`config.mk`:
```
export PLATFORM = sky130hd
export DESIGN_NAME = pos_sweep_timer
export DESIGN_NICKNAME = d
export VERILOG_FILES = /design/src/rtl/pos_sweep_timer.sv
export SDC_FILE = /design/constraint.sdc
export NUM_CORES = 1
export LEC_CHECK = 0
export CAP_MARGIN = 20
export CORE_AREA = 2 2 39 41
export DETAILED_ROUTE_END_ITERATION = 6
export DIE_AREA = 0 0 41 43
export GPL_TIMING_DRIVEN = 0
export PLACE_DENSITY = 0.3
export SLEW_MARGIN = 10
export SYNTH_ARGS = -nofsm -noshare
export SYNTH_HDL_FRONTEND = slang
export SYNTH_SLANG_ARGS = --single-unit
```
`constraint.sdc`:
```
create_clock -name i_clk -period 1.2 [get_ports i_clk]
set_clock_uncertainty 0.1 [all_clocks]
set_input_delay 0.24 -clock i_clk [delete_from_list [all_inputs] [get_ports i_clk]]
set_output_delay 0.24 -clock i_clk [all_outputs]
set_load 0.05 [all_outputs]
```
`src/rtl/pos_sweep_timer.sv`:
```
// Settle counter: counts while enabled, clears on request, flags terminal count SETTLE-1.
module pos_sweep_timer #(
    parameter int unsigned SETTLE = 1
) (
    input  logic i_clk,
    input  logic i_rst,
    input  logic i_clr,
    input  logic i_en,
    output logic o_tc
);

    logic [3:0] r_count;

    always_ff @(posedge i_clk) begin
        if (i_rst || i_clr) begin
            r_count <= '0;
        end else if (i_en) begin
            r_count <= r_count + 4'd1;
        end
    end

    assign o_tc = (r_count == 4'(SETTLE - 1));

endmodule

```
==> summary.md, run 1 <==
| Metric | Value |
|---|---|
| Status | `finished with violations` |
| Failing checks | `negative setup slack` |
| CP Class | `flip-flop to output pin` |
| Worst path slowest cell | `dfxtp_4` |
| All-layer global routing usage | `0.0682` |
| Met1 usage | `0.0737` |
| Top-area cell type share of the netlist area | `0.390` |
| DR pass1 iterations | `1` |
| Global-route wire length before repair | `724 µm` |
| Worst path cell trace | `inv_2, ha_4, nor3b_4, buf_6` |
| Horiz. Die Dim | `41 µm` |
| Worst-path clk slew | `0.04 ns` |
| Slew @ Worst Pin | `around 0.21 ns` |
| Layout fillers | `150` |
| Max FO, Critical Path | `2` |
| Buf/Inv on CP | `2` |
| Min Clock Period, post-route | `about 1.4 ns` |
| Cell accounting for the most synthesized area | `dfxtp_1` |
| MaxCap Viol Count | `0` |
| Worst setup margin | `-0.216 ns` |
| Final Cycle Share | `1.18` |
| Nets@finish | `38` |
| Grt met2 use | `0.0844` |
| Yosys reg bits | `4` |
| WP data arrival | `1.08 ns` |
| Antenna-violating nets left | `0` |
| Worst skew pair latency | `~0.23 ns` |
| Detailed placement HPWL | `318 µm` |
| Mapped Area | `205 µm²` |
| Net Sw Frac | `0.224` |
| Setup TNS | `-0.216 ns` |
| Final GP Congestion | `0.675` |
| Port buffer count | `4` |
| Largest cells by area after synthesis | `dfxtp_1 (39%), ha_1 (12%), nor3b_1 (7.3%), mux2_1 (5.5%), a21bo_2 (4.9%)` |
| Final Util | `0.251` |
| Initial antenna violation count | `0` |
| CTS root buffer | `clkbuf_4` |
| Vias in the first global route | `175` |
| Die height | `43 µm` |
| Int Pwr | `274 µW` |
| Comb pwr share | `0.147` |
| Mapped Nets | `27` |
| Detailed-route via count | `between 150 and 200` |
| Register area share after synthesis | `0.390` |
| Core area | `0.00138 mm²` |
| Row cnt | `14` |
| Syn avg cell area | `9.77 µm²` |
| Sw power | `between 70 and 80 µW` |
| Max-slew headroom | `0.857` |
| Die area | `0.00176 mm²` |
| Worst vdd rail ir drop | `0.000492 V` |
| TritonCTS clock tree | `done` |
| CP endpoint kind | `output pin` |
| Via density | `3.78` |
| Max H-tree Level | `1` |
| Largest net degree at the start of global routing | `6` |
| P_leak | `roughly 0.00013 µW` |
| FMAX | `706 MHz` |
| Unrepaired setup endpoints after global routing | `true` |
| Worst-case clock buffer depth | `2` |
| Critical path's largest stage delay | `0.33 ns` |
| Placed inst area | `between 200 and 300 µm²` |
| Busiest layer in global routing | `met2` |
| Worst Hold Margin | `0.432 ns` |
| Routed wire length | `449 µm` |
| Max-slew violations | `0` |
| Clk pwr share | `0.464` |
| # clock sinks | `4` |
| Pre-CTS setup slack | `-0.619 ns` |
| Share of cells above drive strength 1 | `0.533` |
| Drt drc | `0` |
| Total grt overflow | `0` |
| Delay-heaviest family, CP | `flip-flops` |
| CP Launch Type | `flip-flop` |
| Fin area | `348 µm²` |
| Antenna diode instance count | `0` |
| Num CTS Buffers | `3` |
| Max FFs per register | `4` |
| Final Hold Viols | `0` |
| Reg power frac | `0.389` |
| Mapped Cells | `21` |
| Wire per inst | `9.76 µm` |
| Pwr Density | `1010 mW/mm²` |
| Area Growth Syn to Fin | `69.5%` |
| Commonest non-fill, non-tap cell in the layout | `clkbuf_4` |
| WP data required | `0.86 ns` |
| Starting density of the core | `0.148` |
| Reg with most FFs | `r_count` |
| Top flop regs | `r_count: 4 flops` |
| # setup viols final | `1` |
| IO Count | `5` |
| DR iter-0 viols | `0` |
| Met3 Usage GRT | `0.0628` |
| Distinct cells, synth | `14` |
| Min-Delay Path Class | `input pin to flip-flop` |
| Yosys Warn Count | `0` |
logic make-up after synthesis:
kind of cell,count (synthesis),share of synthesized area
compound gates,2,0.0731
xor+xnor,1,0.0427
mux,2,0.104
buf+inv,2,0.0366
simple gates,8,0.232
flops,4,0.390
fa+ha+maj,2,0.122
layer usage:
metal  vias up  wire length [µm]
met5         -                 0
met4         0                 0
met3         0                41
met2         7               215
met1        77               192
li1         90                 -
final timing paths:
kind         startpoint    endpoint  slack (ns)  depth (start not counted)
max          r_count[0]        o_tc       -0.22                          4
min                i_en  r_count[2]        0.43                          3
max reg2reg  r_count[0]  r_count[3]        0.07                          3
min reg2reg  r_count[1]  r_count[1]        0.52                          3
layout make-up:
class | count | area [µm²] | area share
multi-input combinational | 15 | 158 | 0.453
sequential | 4 | 85.1 | 0.245
timing repair buffer | 6 | 55.1 | 0.158
clock buffer | 3 | 22.5 | 0.0647
tap | 16 | 20.0 | 0.0576
inverter | 2 | 7.51 | 0.0216
power by group through the flow:
stage / Clock [µW] / Sequential (µW) / Combinational (µW)
finish: 164 / 137 / 51.8
global route: 181 / 137 / 56.7
CTS: 171 / 137 / 51.6
detailed placement: 0 / 142 / 46.6
global placement: 0 / 142 / 45.2
floorplan: 0 / 141 / 25.4
cells in the mapped netlist:
cell type / instances
nor3b_1: 2
nand4_1: 1
nand3b_1: 1
dfxtp_1: 4
mux2i_1: 1
ha_1: 2
inv_1: 2
mux2_1: 1
a21oi_1: 1
nor3_1: 1
nor2_1: 2
or2_2: 1
a21bo_2: 1
xnor2_1: 1
timing repair:
item	CTS	global route
buffers inserted	2	1
pin swaps	0	0
gates resized for setup	9	3
setup endpoints to repair	2	2
hold buffers	0	0
worst register-to-register path, stage by stage (launching register included):
cell and delay [ns]:
dfxtp_4 0.34, buf_4 0.13, nand4_1 0.12, mux2_1 0.33
metrics by stage:
step	std cells	power (µW)
finish	46	353
global route	46	375
CTS	46	359
detailed placement	41	189
global placement	41	187
floorplan	21	167
Note: power is estimated with default switching activity, not from simulation.
==> run 2, diff against run 1 <==
Settings changed: REMOVE_ABC_BUFFERS from default to 1, SETUP_SLACK_MARGIN from default to 0.05.
==> summary.md, run 2 (same netlist as run 1, synthesis figures left out) <==
| Metric | Value |
|---|---|
| All-layer global routing usage | `0.0563` |
| # clock sinks | `4` |
| Horiz. Die Dim | `41 µm` |
| CP Class | `flip-flop to output pin` |
| DR pass1 iterations | `1` |
| Non-Filler Instances | `46` |
| WP data arrival | `1.07 ns` |
| Wire per inst | `7.89 µm` |
| Slew @ Worst Pin | `0.205 ns` |
| DR iter-0 viols | `0` |
| IO Count | `5` |
| Cts hold-fix bufs | `0` |
| Pwr Density | `1040 mW/mm²` |
| Final Cycle Share | `1.18` |
| Nets@finish | `38` |
| Max H-tree Level | `1` |
| Detailed-route via count | `between 150 and 200` |
| Worst skew pair latency | `approximately 0.22 ns` |
| Total grt overflow | `0` |
| Commonest non-fill, non-tap cell in the layout | `clkbuf_4` |
| WP data required | `0.86 ns` |
| Share of cells above drive strength 1 | `0.500` |
| CTS root buffer | `clkbuf_4` |
| Unrepaired setup endpoints after global routing | `true` |
| Setup TNS | `-0.213 ns` |
| Starting density of the core | `0.148` |
| Row cnt | `14` |
| CP endpoint kind | `output pin` |
| Detailed placement HPWL | `291 µm` |
| Antenna-violating nets left | `0` |
| Min Clock Period, post-route | `1.41 ns` |
| Vias in the first global route | `~180` |
| Met3 Usage GRT | `0.0314` |
| Core area | `0.00138 mm²` |
| Worst-path clk slew | `0.04 ns` |
| Worst setup margin | `-0.213 ns` |
| Port buffer count | `4` |
| Final Hold Viols | `0` |
| Failing checks | `negative setup slack` |
| Via density | `~3.8` |
| Area Growth Syn to Fin | `61.6%` |
| Reg with most FFs | `r_count` |
| FMAX | `around 710 MHz` |
| Worst vdd rail ir drop | `~0.00029 V` |
| Max-slew violations | `0` |
| Worst-case clock buffer depth | `2` |
| Placed inst area | `about 270 µm²` |
| Max FFs per register | `4` |
| Min-Delay Path Class | `input pin to flip-flop` |
| CP Launch Type | `flip-flop` |
| Layout fillers | `152` |
| Max FO, Critical Path | `2` |
| Die area | `0.00176 mm²` |
| Busiest layer in global routing | `met2` |
| Status | `finished with violations` |
| # setup viols final | `1` |
| Initial antenna violation count | `0` |
| Fin area | `332 µm²` |
| Num CTS Buffers | `3` |
| Antenna diode instance count | `0` |
| Global-route wire length before repair | `648 µm` |
| Max-slew headroom | `0.863` |
| Top flop regs | `r_count: 4 flops` |
| Largest net degree at the start of global routing | `6` |
| Die height | `43 µm` |
| Routed wire length | `363 µm` |
| P_leak | `0.000130 µW` |
| Grt met2 use | `0.0938` |
| Placed Instances | `41` |
| TritonCTS clock tree | `done` |
| MaxCap Viol Count | `0` |
| Met1 usage | `0.0452` |
| Final GP Congestion | `0.584` |
| Drt drc | `0` |
-- run 2: metal layers --
metal | vias to the layer above | part of all wire
li1 | 90 | -
met1 | 83 | 0.40
met2 | 2 | 0.55
met3 | 0 | 0.050
met4 | 0 | 0
met5 | - | 0
-- run 2: worst max-delay path, stage by stage, from the launching register on --
cell and delay (ns):
dfxtp_2 0.31, inv_2 0.06, ha_4 0.12, nor3b_4 0.18, buf_6 0.18
-- run 2: area by class of cell --
class                           instances  area [µm²]  share of cell area
Tap cell                               16        20.0              0.0604
Multi-Input combinational cell         15         144               0.434
Clock buffer                            3        22.5              0.0679
Timing Repair Buffer                    6        55.1               0.166
Inverter                                2        7.51              0.0226
Sequential cell                         4        82.6               0.249
-- run 2: power by group --
group	switching, µW	internal, µW	leakage (µW)
sequential	1.83	137	0.0000333
combinational	23.0	26.4	0.0000828
clock	45.0	111	0.0000138
-- run 2: what timing repair did --
action,in CTS,in global routing
resized for setup,13,5
pin swaps,0,1
gates cloned,0,0
setup endpoints to repair,2,2
buffers inserted,2,0
-- run 2: path summary, 6_finish.rpt --
check,start,end,slack (ns),depth (start not counted)
max,r_count[1],o_tc,-0.21,4
min,i_en,r_count[2],0.42,3
max reg2reg,r_count[0],r_count[2],0.10,4
min reg2reg,r_count[1],r_count[1],0.50,3
-- run 2: metrics by stage --
stage                     setup WS, ns   util  total power, µW  hold slack (ns)
after floorplan                 -0.792      -              161            0.288
final                           -0.213  0.240              344            0.424
after CTS                       -0.225  0.224              346            0.423
after global placement          -0.664  0.192              181            0.475
after global routing            -0.268  0.240              361            0.442
after detailed placement        -0.713  0.192              182            0.442
